===== src/rtl/mau_pkg.sv =====
// Shared types and constants for the memory access unit.
package mau_pkg;

  typedef enum logic [1:0] {
    IDLE,
    BUSY,
    DONE,
    ERR
  } state_t;

  typedef enum logic [1:0] {
    ACC_FETCH,
    ACC_LOAD,
    ACC_STORE
  } acc_t;

  localparam logic [1:0] ERR_NONE     = 2'b00;
  localparam logic [1:0] ERR_MISALIGN = 2'b01;
  localparam logic [1:0] ERR_TIMEOUT  = 2'b10;
  localparam logic [1:0] ERR_CONFLICT = 2'b11;

  localparam int DEFAULT_TIMEOUT = 16;

endpackage


===== src/rtl/mau_timer.sv =====
// Bus wait counter: cleared at access launch, counts BUSY cycles, flags the last allowed one.
module mau_timer
  import mau_pkg::*;
#(
  parameter int TIMEOUT = DEFAULT_TIMEOUT
) (
  input  logic clk,
  input  logic reset,
  input  logic clear,
  input  logic enable,
  output logic expired
);

  localparam int CW = $clog2(TIMEOUT + 1);

  logic [CW-1:0] count;

  // NOTE: sequential state uses non-blocking assignments so every register samples pre-edge values.
  always_ff @(posedge clk or negedge reset) begin
    if (!reset) begin
      count <= '0;
    end else if (clear) begin
      count <= '0;
    end else if (enable) begin
      count <= count + CW'(1);
    end
  end

  // High during the TIMEOUT-th BUSY cycle, so the access gives up on that cycle's edge.
  assign expired = (count == CW'(TIMEOUT - 1));

endmodule


===== src/rtl/mem_access_unit.sv =====
// Multicycle-CPU memory front end: launches fetch/load/store bus accesses and stalls the controller.
module mem_access_unit
  import mau_pkg::*;
#(
  parameter int DATA_W  = 32,
  parameter int TIMEOUT = DEFAULT_TIMEOUT
) (
  input  logic              clk,
  input  logic              reset,
  input  logic              lord,
  input  logic [DATA_W-1:0] pc,
  input  logic [DATA_W-1:0] aluout,
  input  logic [DATA_W-1:0] writedata,
  input  logic              irwrite,
  input  logic              memread,
  input  logic              memwrite,
  output logic              stall,
  output logic [DATA_W-1:0] instr,
  output logic [DATA_W-1:0] data,
  output logic [5:0]        op,
  output logic [5:0]        funct,
  output logic [1:0]        err,
  output logic              mem_valid,
  output logic              mem_we,
  output logic [DATA_W-1:0] mem_addr,
  output logic [DATA_W-1:0] mem_wdata,
  input  logic              mem_ready,
  input  logic [DATA_W-1:0] mem_rdata
);

  state_t            state;
  acc_t              kind;
  logic              cmd;
  logic              conflict;
  logic              misaligned;
  logic              expired;
  logic [DATA_W-1:0] addr;

  assign cmd        = irwrite | memread | memwrite;
  assign conflict   = memwrite & (irwrite | memread);
  assign addr       = lord ? aluout : pc;
  assign misaligned = (addr[1:0] != 2'b00);

  assign stall = (cmd && state == IDLE) || state == BUSY || state == ERR;
  assign op    = instr[31:26];
  assign funct = instr[5:0];

  mau_timer #(.TIMEOUT(TIMEOUT)) u_timer (
    .clk     (clk),
    .reset   (reset),
    .clear   (state == IDLE),
    .enable  (state == BUSY),
    .expired (expired)
  );

  always_ff @(posedge clk or negedge reset) begin
    if (!reset) begin
      state     <= IDLE;
      kind      <= ACC_FETCH;
      instr     <= '0;
      data      <= '0;
      err       <= ERR_NONE;
      mem_valid <= 1'b0;
      mem_we    <= 1'b0;
      mem_addr  <= '0;
      mem_wdata <= '0;
    end else begin
      case (state)
        IDLE: begin
          if (cmd) begin
            // Conflict outranks misalignment; neither ever reaches the bus.
            if (conflict) begin
              err   <= ERR_CONFLICT;
              state <= ERR;
            end else if (misaligned) begin
              err   <= ERR_MISALIGN;
              state <= ERR;
            end else begin
              mem_addr  <= addr;
              mem_we    <= memwrite;
              mem_wdata <= writedata;
              kind      <= memwrite ? ACC_STORE : (irwrite ? ACC_FETCH : ACC_LOAD);
              mem_valid <= 1'b1;
              state     <= BUSY;
            end
          end
        end
        BUSY: begin
          if (mem_ready) begin
            if (kind == ACC_FETCH) instr <= mem_rdata;
            if (kind == ACC_LOAD)  data  <= mem_rdata;
            mem_valid <= 1'b0;
            mem_we    <= 1'b0;
            state     <= DONE;
          end else if (expired) begin
            err       <= ERR_TIMEOUT;
            mem_valid <= 1'b0;
            mem_we    <= 1'b0;
            state     <= ERR;
          end
        end
        DONE:    state <= IDLE;
        ERR:     state <= ERR;
        default: state <= IDLE;
      endcase
    end
  end

endmodule


===== config.mk =====
export PLATFORM = sky130hd
export DESIGN_NAME = mem_access_unit
export DESIGN_NICKNAME = d
export VERILOG_FILES = /design/src/rtl/mau_pkg.sv /design/src/rtl/mau_timer.sv /design/src/rtl/mem_access_unit.sv
export SDC_FILE = /design/constraint.sdc
export NUM_CORES = 1
export LEC_CHECK = 0
export BUFFER_PORTS_ARGS = -buffer_cell sky130_fd_sc_hd__buf_2
export CAP_MARGIN = 30
export CORE_UTILIZATION = 46
export DETAILED_ROUTE_END_ITERATION = 8
export PLACE_DENSITY = 0.85
export SLEW_MARGIN = 20
export SYNTH_ARGS = -nofsm -noshare
export SYNTH_HDL_FRONTEND = slang
export SYNTH_SLANG_ARGS = --single-unit
export TNS_END_PERCENT = 10

===== constraint.sdc =====
create_clock -name clk -period 2.2 [get_ports clk]
set_clock_uncertainty 0.2 [all_clocks]
set_input_delay 0.11 -clock clk [delete_from_list [all_inputs] [get_ports clk]]
set_output_delay 0.11 -clock clk [all_outputs]
set_load 0.1 [all_outputs]

==> results.txt, run 1 <==
----------------------------------------------------
[Outcome]
  Run status ... completed

[Finish]
  Multi-input combinational cell area ... 2120 um2
  Number of non-filler instances in the completed layout ... 1011
  Fraction of layout instances using a drive strength above 1 ... 50.4%
  Final non-filler cell area ... 9310 um2
  Total area of sequential cells ... 3530 um2
  Core Util, Final ... 76.2%
  Total Nets Final ... 966
  Layout fillers ... 731
  Layout overhead on the synthesized area ... 58.9%

[Global routing]
  First-pass GRT wire length ... 29.0 mm
  Final global-route overflow total ... 0
  Initial antenna violation count ... 0
  Pin count of the biggest net entering global routing ... 57
  Number of global-route vias before repair ... 5490
  Aggregate global-route resource usage ... 29.5%

[Critical path]
  Start-to-end type of the worst setup path ... in -> reg
  Crit-path leading delay family ... buffers and inverters
  Buffers plus inverters on the worst setup path ... 3
  Crit path arrival time ... 2.13 ns
  Data required time of the worst path ... 2.29 ns
  Critical Path Fanout Max ... 18
  Largest stage delay on the critical path ... 0.54 ns
  Kind of start point of the critical path ... input pin
  Crit-path cells ... dlygate4sd3_1, buf_2, or3_1, o2111ai_4, buf_4, mux2_2
  Worst setup EP type ... flop
  Cell with the biggest individual delay on the critical path ... dlygate4sd3_1
  Slack of the worst reg-to-reg path ... 0.20 ns

[Routing]
  Number of DRC markers in iteration 0 ... 276
  Final wirelength ... 19.0 mm
  # DRC ... 0
  First-pass detailed-route iteration total ... 5
  Antenna-violating nets left ... 0
  Via density per instance ... 5.05
  Routed WL per cell ... 18.8 um
  Number of vias after detailed routing ... 5106

[Yosys]
  Post-Syn Instances ... 423
  Register bit count reported by yosys ... 141
  Yosys warns ... 0
  Syn Nets ... 560
  Sequential cell area fraction in the yosys report ... 60.2%
  Post-synthesis average cell area ... 13.9 um2
  Number of distinct library cells after synthesis ... 38
  Post-synthesis instance area ... 5860 um2

[Clock network]
  Resized Gates After CTS ... 0
  H-tree level count ... 4
  Reg clk slew, reported paths ... 0.06 ns
  CTS Buf Count ... 17
  Clock latency at the later pin of the worst-skew pair ... 0.41 ns
  Number of buffers between clock root and the deepest sink ... 2
  Clock tree from TritonCTS ... yes
  CTS root buffer ... clkbuf_16
  Number of sinks handled by clock tree synthesis ... 141

[Die]
  Die Area ... 13200 um2
  Die H ... 115 um
  Core box area ... 12200 um2
  FP Rows ... 40
  Starting Density ... 48.0%
  Die Width ... 115 um
  Boundary Pins ... 280

[Placed design]
  Placed Instances ... 847
  Final weighted congestion in routability-driven placement ... 0.820
  Total of buffers placed on input and output ports ... 279
  Post-placement cell area ... 7430 um2
  Sum of net half-perimeters after detailed placement ... 10.6 mm

[Flow run]
  Number of violations of the max-capacitance limit ... 0

[Timing]
  Achievable Freq ... 490 MHz
  Total setup violations reported at the end of the flow ... 0
  Count of final hold-check violations ... 0
  RSZ-0062 raised after global routing ... no
  Minimum clock period ... 2.04 ns
  Crit share post-route ... 92.7%
  Transition at the pin with the smallest max-transition slack ... 0.548 ns
  Max-slew headroom ... 63.1%
  Post-route setup TNS ... 0 ns
  Max-slew violation count ... 0

[Worst hold path]
  Hold Path Class ... in -> async

----------------------------------------------------
per-layer routing:
| layer | share of wire (%) | track usage (%) | up-vias |
|---|---|---|---|
| met5 | 0 | 0 | - |
| met4 | 3.5 | 14.4 | 0 |
| met3 | 7.3 | 7.75 | 55 |
| met2 | 52 | 52.8 | 273 |
| met1 | 37 | 32.6 | 2485 |
| li1 | - | - | 2293 |
synthesized netlist by cell type (all sizes together):
cell type    n  area share [%]
or2          1            0.11
o22ai        1            0.11
nand2b       2            0.21
mux2        97              20
o21ai       39             3.3
nand2       36             2.3
o31ai        3            0.38
and3         1            0.11
nor3b        2            0.34
o31a         1            0.15
a21o         1            0.13
or3          1            0.11
o21bai       1            0.13
o2111ai      1            0.26
nand3        2            0.17
a211oi       1            0.13
nor3         4            0.62
inv          3            0.19
nor2         6            0.43
nor2b        1            0.11
nand4b       1            0.15
ha           2            0.43
clkbuf       7            0.45
mux2i       30             5.1
a31oi        2            0.21
a22o         4            0.60
dfrtp      141              60
buf         27             3.3
a21oi        2            0.17
and2         3            0.32
state kept, by name, indices dropped and copies added (netlist names), 2 cells and up:
signal,cells
data,32
kind,2
instr,32
err,2
mem_addr,32
u_timer.count,5
state,2
mem_wdata,32
final cells by class:
class | instances | share of cell area, %
Tap cell | 168 | 2.26
Clock buffer | 21 | 4.84
Clock inverter | 11 | 1.18
Antenna cell | 1 | 0.0269
Multi-Input combinational cell | 245 | 22.7
Inverter | 3 | 0.121
Timing Repair Buffer | 421 | 31.0
Sequential cell | 141 | 37.9
worst register-to-register path, cell delays in order, from the launching register on:
cell and delay [ns]:
dfrtp_1 0.51, nor2b_1 0.25, nand2_1 0.13, nor3_4 0.16, buf_12 0.23, mux2_2 0.40
logic make-up (layout without fill, tap and decap cells):
logic type      Yosys count  after routing  synth area share, %
flops                   141            141                 60.2
mux                     127            127                 24.9
simple gates             60             60                 4.97
compound gates           56             56                 5.59
buf+inv                  37            456                 3.95
fa+ha+maj                 2              2                0.427
other cells               0              1                    0
layout by cell type, fill, tap and decap left out, types with 4 or more instances in the layout:
| master | synthesis | layout |
|---|---|---|
| mux2_4 | 17 | 17 |
| clkbuf_16 | 0 | 17 |
| o21ai_0 | 38 | 38 |
| mux2_2 | 80 | 80 |
| a22o_1 | 4 | 4 |
| nand2_1 | 36 | 36 |
| mux2i_1 | 30 | 30 |
| buf_12 | 0 | 7 |
| buf_4 | 16 | 5 |
| dlygate4sd3_1 | 0 | 130 |
| nor2_1 | 5 | 5 |
| dfrtp_1 | 141 | 141 |
| buf_2 | 8 | 278 |
metrics by stage:
step	hold WS [ns]	worst slack, ns
final	0.0987	0.161
after global routing	0.0914	0.0624
after CTS	0.0448	0.215
after detailed placement	-0.155	0.231
after global placement	-0.166	0.268
after floorplan	-0.386	0.240
worst paths after layout:
check	cells past startpoint	from	endpoint
worst max-delay path	6	irwrite	mem_wdata[31]
worst min-delay path	3	reset	mem_addr[22]
worst max register to register	5	state[1]	instr[26]
worst min register to register	2	mem_addr[13]	mem_addr[13]
max in group asynchronous	3	reset	data[21]
min in group clk	5	pc[0]	state[1]
timing repair:
action                                 in CTS  in global routing
setup buffers                               0                  0
endpoints found under the hold margin     273                  0
hold buffers                              131                  0
Power of run 1 is left out: the tool's default activity adds up to more than one toggle a clock period on the data nets, which glitch-free logic cannot reach.
==> inputs of run 2 (changes only) <==
Settings changed: RECOVER_POWER set to 25.
==> results.txt, run 2 (synthesized netlist as in run 1, its figures left out) <==
----------------------------------------------------
[Clock network]
  Resized Gates After CTS ... 0 (unchanged)
  Reg clk slew, reported paths ... 0.06 ns (about the same)
  Number of sinks handled by clock tree synthesis ... 141 (unchanged)
  CTS Buf Count ... 17 (unchanged)
  H-tree level count ... 4 (unchanged)
  CTS root buffer ... clkbuf_16
  Number of buffers between clock root and the deepest sink ... 2 (unchanged)
  Clock tree from TritonCTS ... yes
  Clock latency at the later pin of the worst-skew pair ... 0.41 ns (about the same)

[Critical path]
  Start-to-end type of the worst setup path ... in -> reg
  Crit path arrival time ... 2.12 ns (about the same)
  Largest stage delay on the critical path ... 0.54 ns (about the same)
  Cell with the biggest individual delay on the critical path ... dlygate4sd3_1
  Crit-path cells ... dlygate4sd3_1, buf_2, or3_1, o2111ai_4, buf_4, mux2_2
  Endpoint of the worst register-to-register path ... instr[26]
  Crit-path leading delay family ... buffers and inverters
  Worst setup EP type ... flop
  Critical Path Fanout Max ... 18 (unchanged)
  Kind of start point of the critical path ... input pin
  Buffers plus inverters on the worst setup path ... 3 (unchanged)
  Data required time of the worst path ... 2.29 ns (about the same)
  Slack of the worst reg-to-reg path ... 0.20 ns (about the same)
  Worst Reg-to-Reg Cells ... 5 (unchanged)
  Worst R2R Start ... state[1]

[Finish]
  Layout overhead on the synthesized area ... 58.0%
  Top library cells by usage in the layout, fill and taps aside ... buf_2, dfrtp_1, dlygate4sd3_1
  Fraction of layout instances using a drive strength above 1 ... 50.1% (-0.24 points)
  Most common cell after layout, fill and taps aside ... buf_2
  Total Nets Final ... 966 (unchanged)

[Global routing]
  Initial antenna violation count ... 0 (unchanged)
  Aggregate global-route resource usage ... 29.5% (unchanged)
  Met2 track utilization from global routing ... 52.8% (unchanged)
  Top Usage Layer GRT ... met2
  Pin count of the biggest net entering global routing ... 57 (unchanged)
  Met1 global-route usage ... 32.6% (unchanged)
  Number of global-route vias before repair ... 5490 (unchanged)
  Final global-route overflow total ... 0 (unchanged)
  Met3 global-route usage ... 7.75% (unchanged)
  First-pass GRT wire length ... 29.0 mm (unchanged)

[Routing]
  # DRC ... 0 (unchanged)
  First-pass detailed-route iteration total ... 5 (unchanged)
  Final wirelength ... 19.0 mm (-0.18%)
  Routed WL per cell ... 18.8 um (-0.18%)
  Antenna-violating nets left ... 0 (unchanged)
  Number of DRC markers in iteration 0 ... 284 (+2.9%)
  Via density per instance ... 5.09 (+0.80%)
  Number of vias after detailed routing ... 5147 (+0.80%)

[Timing]
  Count of final hold-check violations ... 0 (unchanged)
  Max-slew violation count ... 0 (unchanged)
  Achievable Freq ... 493 MHz (+0.50%)
  Worst hold slack ... 0.115 ns (+0.0168 ns)
  Minimum clock period ... 2.03 ns (-0.0102 ns)
  Crit share post-route ... 92.2% (-0.47 points)
  RSZ-0062 raised after global routing ... no
  Post-route setup TNS ... 0 ns (unchanged)
  Total setup violations reported at the end of the flow ... 0 (unchanged)
  Max-slew headroom ... 9.69% (-53 points)
  Transition at the pin with the smallest max-transition slack ... 1.35 ns (+0.807 ns)

[Die]
  FP Rows ... 40 (unchanged)
  Die Width ... 115 um (unchanged)
  Starting Density ... 48.0% (unchanged)
  Die Area ... 13200 um2 (unchanged)
  Die H ... 115 um (unchanged)
  Core box area ... 12200 um2 (unchanged)
  Boundary Pins ... 280 (unchanged)

[Placed design]
  Sum of net half-perimeters after detailed placement ... 10.6 mm (unchanged)
  Total of buffers placed on input and output ports ... 279 (unchanged)
  Final weighted congestion in routability-driven placement ... 0.820 (unchanged)

[Worst hold path]
  Hold Path Class ... in -> reg
  Startpoint of the tightest hold check path ... pc[0]
  Number of cells on the worst hold path ... 5
  Min-Delay Endpoint ... state[1]

[Outcome]
  Run status ... completed

[Flow run]
  Number of violations of the max-capacitance limit ... 0 (unchanged)

----------------------------------------------------
==> run 2: cell types whose count changed in the layout (fill, tap and decap cells not counted) <==
cell            change
buf_4               -1
buf_12              -3
buf_6               -1
dlymetal6s4s_1      +1
clkbuf_1            +1
clkbuf_2            +3
==> run 2: area by class of cell <==
| type | count | area (um2) |
|---|---|---|
| fill | 739 | 2950 |
| sequential | 141 | 3530 |
| timing repair buffer | 421 | 2830 |
| inverter | 3 | 11.3 |
| clock buffer | 21 | 450 |
| antenna | 1 | 2.50 |
| tap | 168 | 210 |
| multi-input combinational | 245 | 2120 |
| clock inverter | 11 | 110 |
==> run 2: tightest hold or removal path, cell delays in order <==
cell     delay (ns)
buf_2          0.08
nor3_2         0.06
o31ai_1        0.30
nand2_1        0.07
nand2_1        0.06
==> run 2: worst max-delay path by stage <==
stage,from,endpoint,slack (ns),depth (start not counted)
after detailed placement,state[1],instr[17],0.23,5
after global placement,state[1],instr[27],0.27,5
final,irwrite,mem_wdata[31],0.17,6
after CTS,state[1],instr[23],0.21,5
after global routing,state[1],instr[21],0.06,5
after floorplan,state[1],state[0],0.24,3
==> run 2: per-stage QoR <==
step	setup WS [ns]	area, um2	utilization [%]	std cells
2_1_floorplan	0.240	5860	-	423
3_5_place_dp	0.231	7430	60.8	847
6_report	0.171	9260	75.9	1011
4_1_cts	0.215	9310	76.2	1010
3_3_place_gp	0.268	7430	60.8	847
5_1_grt	0.0624	9260	75.8	1010
==> run 2: what timing repair did <==
action                                 4_1_cts  5_1_grt
endpoints found under the hold margin      273        0
setup buffers                                0        0
hold buffers                               131        0
==> run 2: routing by layer <==
metal	part of all wire [%]	routed length (um)	vias to the layer above
met5	0	0	-
met4	3.1	581	0
met3	7.5	1420	49
met2	52	9960	297
met1	37	7040	2507
li1	-	-	2294
Power of run 2 is left out for the same reason.
==> inputs of run 3 (changes only) <==
Settings changed: CORE_UTILIZATION 46 to 48, CTS_BUF_LIST set to sky130_fd_sc_hd__clkbuf_2 sky130_fd_sc_hd__clkbuf_4 sky130_fd_sc_hd__clkbuf_8, CTS_CLUSTER_DIAMETER set to 100, PLACE_DENSITY 0.85 to 0.87.
==> results.txt, run 3 (synthesized netlist as in run 1, its figures left out) <==
----------------------------------------------------
[Outcome]
  Run status ... completed

[Global routing]
  Aggregate global-route resource usage ... 32.6% (+3.1 points)
  First-pass GRT wire length ... 31.1 mm (+7.1%)
  Initial antenna violation count ... 2 (+2)
  Top Usage Layer GRT ... met2
  Pin count of the biggest net entering global routing ... 96 (+68%)
  Met1 global-route usage ... 34.7% (+2.1 points)
  Met2 track utilization from global routing ... 58.5% (+5.7 points)
  Number of global-route vias before repair ... 5844 (+6.4%)
  Met3 global-route usage ... 9.02% (+1.3 points)
  Final global-route overflow total ... 0 (unchanged)

[Clock network]
  Clock tree from TritonCTS ... yes
  Reg clk slew, reported paths ... 0.08 ns (+0.02 ns)
  Clock latency at the later pin of the worst-skew pair ... 0.42 ns (about the same)
  H-tree level count ... 4 (unchanged)
  Number of sinks handled by clock tree synthesis ... 141 (unchanged)
  Number of buffers between clock root and the deepest sink ... 2 (unchanged)
  CTS Buf Count ... 17 (unchanged)
  CTS root buffer ... clkbuf_8

[Critical path]
  Crit-path leading delay family ... buffers and inverters
  Cell with the biggest individual delay on the critical path ... dlygate4sd3_1
  Buffers plus inverters on the worst setup path ... 3 (unchanged)
  Kind of start point of the critical path ... input pin
  Data required time of the worst path ... 2.31 ns (+0.02 ns)
  Crit path arrival time ... 2.20 ns (+0.08 ns)
  Crit-path cells ... dlygate4sd3_1, buf_2, or3_1, o2111ai_4, buf_12, mux2_2
  Start-to-end type of the worst setup path ... in -> reg
  Critical Path Fanout Max ... 95 (+77)
  Largest stage delay on the critical path ... 0.53 ns (about the same)
  Worst setup EP type ... flop

[Die]
  Boundary Pins ... 280 (unchanged)
  Die Area ... 12700 um2 (-4.1%)
  Die Width ... 112 um (-2.1%)
  Die H ... 112 um (-2.1%)
  Core box area ... 11700 um2 (-4.5%)
  FP Rows ... 39 (-2.5%)
  Starting Density ... 50.3% (+2.3 points)

[Finish]
  Most common cell after layout, fill and taps aside ... buf_2
  Top library cells by usage in the layout, fill and taps aside ... buf_2, dfrtp_1, dlygate4sd3_1
  Final non-filler cell area ... 9050 um2 (-2.3%)
  Layout overhead on the synthesized area ... 54.4%
  Fraction of layout instances using a drive strength above 1 ... 50.1% (-0.059 points)
  Number of non-filler instances in the completed layout ... 980 (-3.1%)
  Total Nets Final ... 961 (-0.52%)

[Timing]
  Achievable Freq ... 479 MHz (-2.7%)
  Max-slew violation count ... 0 (unchanged)
  Post-route setup TNS ... 0 ns (unchanged)
  Total setup violations reported at the end of the flow ... 0 (unchanged)
  Count of final hold-check violations ... 0 (unchanged)
  RSZ-0062 raised after global routing ... no
  Transition at the pin with the smallest max-transition slack ... 0.809 ns (-0.546 ns)
  Crit share post-route ... 94.8% (+2.6 points)
  Minimum clock period ... 2.09 ns (+0.0572 ns)
  Max-slew headroom ... 46.1% (+36 points)
  Smallest setup slack after layout ... 0.114 ns (-0.0572 ns)

[Placed design]
  Post-placement cell area ... 7350 um2 (-0.99%)
  Total of buffers placed on input and output ports ... 279 (unchanged)
  Final weighted congestion in routability-driven placement ... 0.793 (-3.2%)
  Post-placement worst setup slack ... 0.249 ns (+0.0173 ns)
  Placed Instances ... 818 (-3.4%)
  Sum of net half-perimeters after detailed placement ... 11.3 mm (+6.6%)

[Worst hold path]
  Hold Path Class ... in -> reg

[Routing]
  Via density per instance ... 5.41 (+6.3%)
  Number of DRC markers in iteration 0 ... 462 (+63%)
  Final wirelength ... 19.9 mm (+4.6%)
  Routed WL per cell ... 20.3 um (+7.9%)
  First-pass detailed-route iteration total ... 5 (unchanged)
  Number of vias after detailed routing ... 5305 (+3.1%)
  Antenna-violating nets left ... 0 (unchanged)
  # DRC ... 0 (unchanged)

[Flow run]
  Number of violations of the max-capacitance limit ... 0 (unchanged)

----------------------------------------------------
==> run 3: cell types whose count changed in the layout (fill, tap and decap cells not counted), moves of 17 or more <==
cell       delta
clkbuf_2     +44
clkbuf_8     +18
clkbuf_16    -17
buf_2        -47
==> run 3: final timing paths <==
path / startpoint / end / slack (ns) / depth (start not counted)
max in group asynchronous: reset / data[28] / 0.33 / 4
hold reg to reg: mem_addr[19] / mem_addr[19] / 0.29 / 2
min in group asynchronous: reset / mem_wdata[0] / 0.72 / 3
setup / recovery: irwrite / mem_wdata[31] / 0.11 / 6
hold / removal: pc[0] / state[1] / 0.08 / 5
setup reg to reg: u_timer.count[0] / mem_we / 0.18 / 7
==> run 3: layer usage <==
| metal | routed length (um) | vias up | share of wire, % |
|---|---|---|---|
| met2 | 10500 | 374 | 53 |
| li1 | - | 2274 | - |
| met1 | 6860 | 2584 | 34 |
| met5 | 0 | - | 0 |
| met3 | 1650 | 73 | 8.3 |
| met4 | 872 | 0 | 4.4 |
==> run 3: worst reg2reg max path, cell delays in order, from the launching register on <==
cell and delay (ns):
dfrtp_1 0.39, ha_1 0.19, and3_1 0.17, ha_1 0.21, nor2_1 0.08, o21ai_0 0.32
o31a_1 0.22, o22ai_1 0.09
==> run 3: stage by stage <==
stage	hold WS [ns]	utilization, %
2_1_floorplan	-0.386	-
3_3_place_gp	-0.0930	63.0
3_5_place_dp	-0.0876	63.0
4_1_cts	0.0447	77.7
5_1_grt	0.0999	77.5
6_report	0.0753	77.6
==> run 3: cell type report <==
type	instances	area [um2]
Inverter	3	11.3
Sequential cell	141	3530
Timing Repair Buffer	416	2810
Tap cell	143	179
Antenna cell	4	10.0
Multi-Input combinational cell	245	2120
Clock buffer	21	277
Clock inverter	7	116
Fill cell	667	2610
==> run 3: what timing repair did <==
item | in CTS | in global routing
hold endpoints to repair | 274 | 0
setup endpoints to repair | 0 | 9
setup buffers | 0 | 0
hold buffers | 131 | 0
gates resized for setup | 0 | 0
Power of run 3 is left out for the same reason.
